### src/rtl/ysyx_24080006_pkg.sv
// Shared core-wide constants.
package ysyx_24080006_pkg;
    // GPR index width (32 architectural registers)
    localparam int RegWidth = 5;
endpackage

### src/rtl/gpr_wb_arbiter.sv
// GPR write-port arbiter: per-port one-entry writeback buffers drained
// round-robin into a single registered regfile write port, plus a
// pending-write lookup so issue logic can stall reads that would see stale data.
module gpr_wb_arbiter #(
    parameter int NumPorts = 3,
    parameter int RegWidth = ysyx_24080006_pkg::RegWidth
) (
    input  logic                               clock,
    input  logic                               reset,
    input  logic [NumPorts-1:0]                wb_valid,
    output logic [NumPorts-1:0]                wb_ready,
    input  logic [NumPorts-1:0][RegWidth-1:0]  wb_addr,
    input  logic [NumPorts-1:0][31:0]          wb_data,
    output logic                               gpr_we,
    output logic [RegWidth-1:0]                gpr_waddr,
    output logic [31:0]                        gpr_wdata,
    input  logic [RegWidth-1:0]                chk_addr_1,
    input  logic [RegWidth-1:0]                chk_addr_2,
    output logic                               chk_busy_1,
    output logic                               chk_busy_2
);

    localparam int PtrW = $clog2(NumPorts);

    typedef struct packed {
        logic [RegWidth-1:0] addr;
        logic [31:0]         data;
    } wb_ent_t;

    logic    [NumPorts-1:0] buf_valid;
    wb_ent_t [NumPorts-1:0] buf_q;
    logic    [PtrW-1:0]     rr_ptr;
    logic    [NumPorts-1:0] grant;
    logic                   gnt_any;
    logic    [PtrW-1:0]     gnt_idx;
    logic    [NumPorts-1:0] load;

    // Round-robin search: first valid buffer at or after rr_ptr, wrapping
    always_comb begin
        int j;
        j       = 0;
        grant   = '0;
        gnt_any = 1'b0;
        gnt_idx = '0;
        for (int i = 0; i < NumPorts; i++) begin
            j = int'(rr_ptr) + i;
            if (j >= NumPorts) j = j - NumPorts;
            if (!gnt_any && buf_valid[PtrW'(j)]) begin
                gnt_any            = 1'b1;
                gnt_idx            = PtrW'(j);
                grant[PtrW'(j)]    = 1'b1;
            end
        end
    end

    // A draining buffer can be refilled in the same cycle
    assign wb_ready = ~buf_valid | grant;

    // x0 writes are acknowledged but never buffered
    for (genvar k = 0; k < NumPorts; k++) begin : g_load
        assign load[k] = wb_valid[k] & wb_ready[k] & (wb_addr[k] != '0);
    end

    // Per-port buffers: refill wins over drain
    always_ff @(posedge clock or posedge reset) begin
        if (reset) begin
            buf_valid <= '0;
            buf_q     <= '0;
        end else begin
            for (int k = 0; k < NumPorts; k++) begin
                if (load[k]) begin
                    buf_valid[k] <= 1'b1;
                    buf_q[k]     <= '{addr: wb_addr[k], data: wb_data[k]};
                end else if (grant[k]) begin
                    buf_valid[k] <= 1'b0;
                end
            end
        end
    end

    // Registered write port and round-robin pointer advance
    always_ff @(posedge clock or posedge reset) begin
        if (reset) begin
            gpr_we    <= 1'b0;
            gpr_waddr <= '0;
            gpr_wdata <= '0;
            rr_ptr    <= '0;
        end else begin
            gpr_we <= gnt_any;
            if (gnt_any) begin
                gpr_waddr <= buf_q[gnt_idx].addr;
                gpr_wdata <= buf_q[gnt_idx].data;
                rr_ptr    <= (gnt_idx == PtrW'(NumPorts - 1)) ? '0 : gnt_idx + 1'b1;
            end
        end
    end

    // Pending-write lookup over buffers and the output register only
    always_comb begin
        chk_busy_1 = gpr_we && (gpr_waddr == chk_addr_1);
        chk_busy_2 = gpr_we && (gpr_waddr == chk_addr_2);
        for (int k = 0; k < NumPorts; k++) begin
            chk_busy_1 = chk_busy_1 | (buf_valid[k] && (buf_q[k].addr == chk_addr_1));
            chk_busy_2 = chk_busy_2 | (buf_valid[k] && (buf_q[k].addr == chk_addr_2));
        end
        chk_busy_1 = chk_busy_1 && (chk_addr_1 != '0);
        chk_busy_2 = chk_busy_2 && (chk_addr_2 != '0);
    end

endmodule
### config.mk
export PLATFORM = sky130hd
export DESIGN_NAME = gpr_wb_arbiter
export DESIGN_NICKNAME = d
export VERILOG_FILES = /design/src/rtl/ysyx_24080006_pkg.sv /design/src/rtl/gpr_wb_arbiter.sv
export SDC_FILE = /design/constraint.sdc
export NUM_CORES = 1
export LEC_CHECK = 0
export BUFFER_PORTS_ARGS = -buffer_cell sky130_fd_sc_hd__buf_2
export CORE_UTILIZATION = 35
export DETAILED_ROUTE_END_ITERATION = 7
export SYNTH_ARGS = -nofsm -noshare
export SYNTH_HDL_FRONTEND = slang
export SYNTH_SLANG_ARGS = --single-unit
### constraint.sdc
create_clock -name clock -period 12.55 [get_ports clock]
set_input_delay 2.51 -clock clock [delete_from_list [all_inputs] [get_ports clock]]
set_output_delay 2.51 -clock clock [all_outputs]
set_load 0.01 [all_outputs]
==> impl_metrics.env <==
export IMPL_dp_cells=974
export IMPL_dieWidth_um=146
export IMPL_drt_iter0_drc=236
export IMPL_ff2ff_path_depth=9
export IMPL_met1_length_mm=8.70
export IMPL_dr_pass1_iters=4
export IMPL_wl_met2_mm=8.52
export IMPL_synth_async_reset_ratio_pct=100
export IMPL_crit_type="input pin to output pin"
export IMPL_fin_nets=853
export IMPL_fmax_ghz=0.163
export IMPL_grt_total_usage_pct=18.3
export IMPL_relSlewSlack_pct=23.3
export IMPL_die_y_um=146
export IMPL_r2r_end="gpr_wdata[5]$_DFFE_PP0P_"
export IMPL_dp_hpwl_mm=12.3
export IMPL_ant_nets=0
export IMPL_dieArea_um2=21400
export IMPL_n_antenna_cell=0
export IMPL_synthTopCellsByCount="154 x dfrtp_1, 68 x mux2_1, 34 x nand3_1, 32 x xor2_1, 29 x mux2_4"
export IMPL_io_buffers=168
export IMPL_hold_violations=0
export IMPL_stdcell_count=1005
export IMPL_wl_met3_mm=1.21
export IMPL_ctsLongestPathBuffers=2
export IMPL_postCtsHoldBufs=0
export IMPL_reg2reg_slack_ns=9.17
export IMPL_cts_sinks=154
export IMPL_worstHoldStart="buf_q[84]$_DFFE_PP0P_"
export IMPL_yosysSeqAreaShare_pct=52.9
export IMPL_switching_power_w=0.00116
export IMPL_peakVddDrop_mv=0.170
export IMPL_critPathCaptureType="output pin"
export IMPL_p_leak_nw=4.02
export IMPL_grt_max_degree=88
export IMPL_hp_class="flip-flop to flip-flop"
export IMPL_netlist_area_um2=7290
export IMPL_p_int_w=0.00171
export IMPL_hold_path_end="buf_q[84]$_DFFE_PP0P_"
export IMPL_stdcell_area_um2=8860
export IMPL_syn_to_final_growth_pct=21.5
export IMPL_layout_min_cycle_time_ns=6.12
export IMPL_clkPwrFrac_pct=17.9
export IMPL_cts_tree="done"
export IMPL_yosysMostFrequentCell="dfrtp_1"
export IMPL_num_vias=5211
export IMPL_core_region_area_um2=20300
export IMPL_grt_pass1_vias=5431
export IMPL_clk_transition_reported_paths_ns=0.06
export IMPL_drive_gt1_share_pct=35.2
export IMPL_grt_overflow=0
export IMPL_period_share_pct=48.8
export IMPL_htreeDepth=4
export IMPL_postSynthAreaPerCell_um2=12.7
export IMPL_clkLatencyLatePin_ns=0.42
export IMPL_grt_pass1_wl_mm=30.1
export IMPL_wl_per_cell_um=18.7
export IMPL_synthCells=574
export IMPL_numCtsBuffers=17
export IMPL_setup_violations_final=0
export IMPL_cts_resized=0
export IMPL_r2r_start="rr_ptr[0]$_DFFE_PP0P_"
export IMPL_final_max_slew_viol_count=0
export IMPL_p_seq_share_pct=33.5
export IMPL_n_fill_cell=1979
export IMPL_critPathLaunchType="input pin"
export IMPL_cts_setup_buffers=0
export IMPL_fin_util_pct=43.6
export IMPL_tightest_slew_ns=1.15
export IMPL_synth_distinct_cells=53
export IMPL_rows=52
export IMPL_holdPathStages=1
export IMPL_place_area_um2=8270
export IMPL_rsz0062_at_grt="no"
export IMPL_gp_congestion=0.830
export IMPL_share_comb_of_total_power_pct=48.6
export IMPL_vias_per_cell=5.19
export IMPL_synth_top_area_cell="dfrtp_1"
export IMPL_finClkSkew_ns=0.0159
export IMPL_initial_utilization_pct=35.9
export IMPL_crit_required_ns=10.04
export IMPL_route_detailed_drc=0
export IMPL_cp_data_arrival_time_ns=3.61
export IMPL_swShare_pct=40.3
export IMPL_ios=169
export IMPL_yosysWarnings=0
export IMPL_yosys_most_used_dff="dfrtp_1"
export IMPL_power_density_nw_per_um2=324
export IMPL_cp_max_fo=5
export IMPL_drt_wl_total_mm=18.8
export IMPL_antenna_found_initial=2
export IMPL_top_layer="met5"
export IMPL_synthTopCellsByArea="dfrtp_1 53%, mux2_1 11%, mux2_4 6.0%"
export IMPL_drv_cap=0
export IMPL_total_power_w=0.00287
export IMPL_synth_edf_count=0
export IMPL_status="completed"
export IMPL_clock_root_buffer="clkbuf_16"
export IMPL_synthesis_nets=704
export IMPL_ys_seq_elements=154
export IMPL_synth_top_area_share_pct=52.9
export IMPL_setup_tns_ns=0
critical path: stages:
cell	delay, ns
buf_2	0.15
xor2_1	0.14
nor4_1	0.33
nand3_1	0.12
nand4_1	0.11
o21a_1	0.12
buf_2	0.13
flip-flops by register name, summed over array words and instances, names as in the netlist:
name       cells
rr_ptr         2
buf_q        111
gpr_waddr      5
gpr_wdata     32
gpr_we         1
buf_valid      3
how the worst max path moves through the flow:
stage             startpoint                   end  cells past startpoint
6_report       chk_addr_2[0]            chk_busy_2                      7
5_1_grt        chk_addr_1[1]            chk_busy_1                      7
4_1_cts        chk_addr_2[0]            chk_busy_2                      7
3_5_place_dp   chk_addr_2[0]            chk_busy_2                      7
3_3_place_gp   chk_addr_2[0]            chk_busy_2                      7
2_1_floorplan          reset  buf_q[0]$_DFFE_PP0P_                      1
cell families (layout without fill, tap and decap cells):
group / after synthesis / count (layout) / share of synthesized area [%]
compound gates: 113 / 113 / 12.2
xor+xnor: 40 / 40 / 4.81
flops: 154 / 154 / 52.9
mux: 107 / 107 / 18.0
fa+ha+maj: 4 / 4 / 0.687
simple gates: 101 / 101 / 7.16
buf+inv: 55 / 216 / 4.36
power by group through the flow:
stage          clock network, W  registers, W  logic, W
3_5_place_dp                  0      0.000967   0.00140
5_1_grt                0.000552      0.000996   0.00153
4_1_cts                0.000530      0.000961   0.00141
3_3_place_gp                  0      0.000967   0.00139
2_1_floorplan                 0      0.000929   0.00105
6_report               0.000513      0.000961   0.00140
metrics by stage:
step                      setup WS [ns]  hold slack [ns]
final                              6.43            0.485
after floorplan                    5.89            0.458
after CTS                          6.43            0.490
after global placement             6.44            0.469
after global routing               6.31            0.498
after detailed placement           6.43            0.476
cell usage in the layout, fill, tap and decap left out, types with 3 or more instances in the layout:
master,n
mux2_2,7
ha_1,4
a22o_1,20
a221oi_1,22
nor2b_1,6
a21oi_1,26
xor2_1,32
xnor2_1,8
mux2_4,29
inv_1,6
clkbuf_16,17
a221o_1,15
mux2i_1,3
or4_1,4
o21a_1,4
nand2_1,6
o21ai_1,5
nor2_1,26
or2_1,3
dfrtp_1,154
o21ai_0,5
buf_4,6
inv_2,4
mux2_1,68
inv_6,5
nor4_1,8
buf_2,168
nand3_1,34
layer usage:
| metal | global-route usage (%) | vias to the layer above |
|---|---|---|
| met5 | 0 | - |
| met4 | 5.78 | 2 |
| met1 | 24.8 | 2637 |
| met3 | 5.84 | 24 |
| met2 | 27.9 | 155 |
| li1 | - | 2393 |
area by class of cell:
| type | instances | area (um^2) | area share (%) |
|---|---|---|---|
| inverter | 11 | 46.3 | 0.523 |
| clock inverter | 12 | 138 | 1.55 |
| multi-input combinational | 365 | 3140 | 35.5 |
| sequential | 154 | 3850 | 43.5 |
| tap | 270 | 338 | 3.81 |
| clock buffer | 19 | 453 | 5.11 |
| timing repair buffer | 174 | 886 | 10.0 |
(Power assumes the default switching activity.)
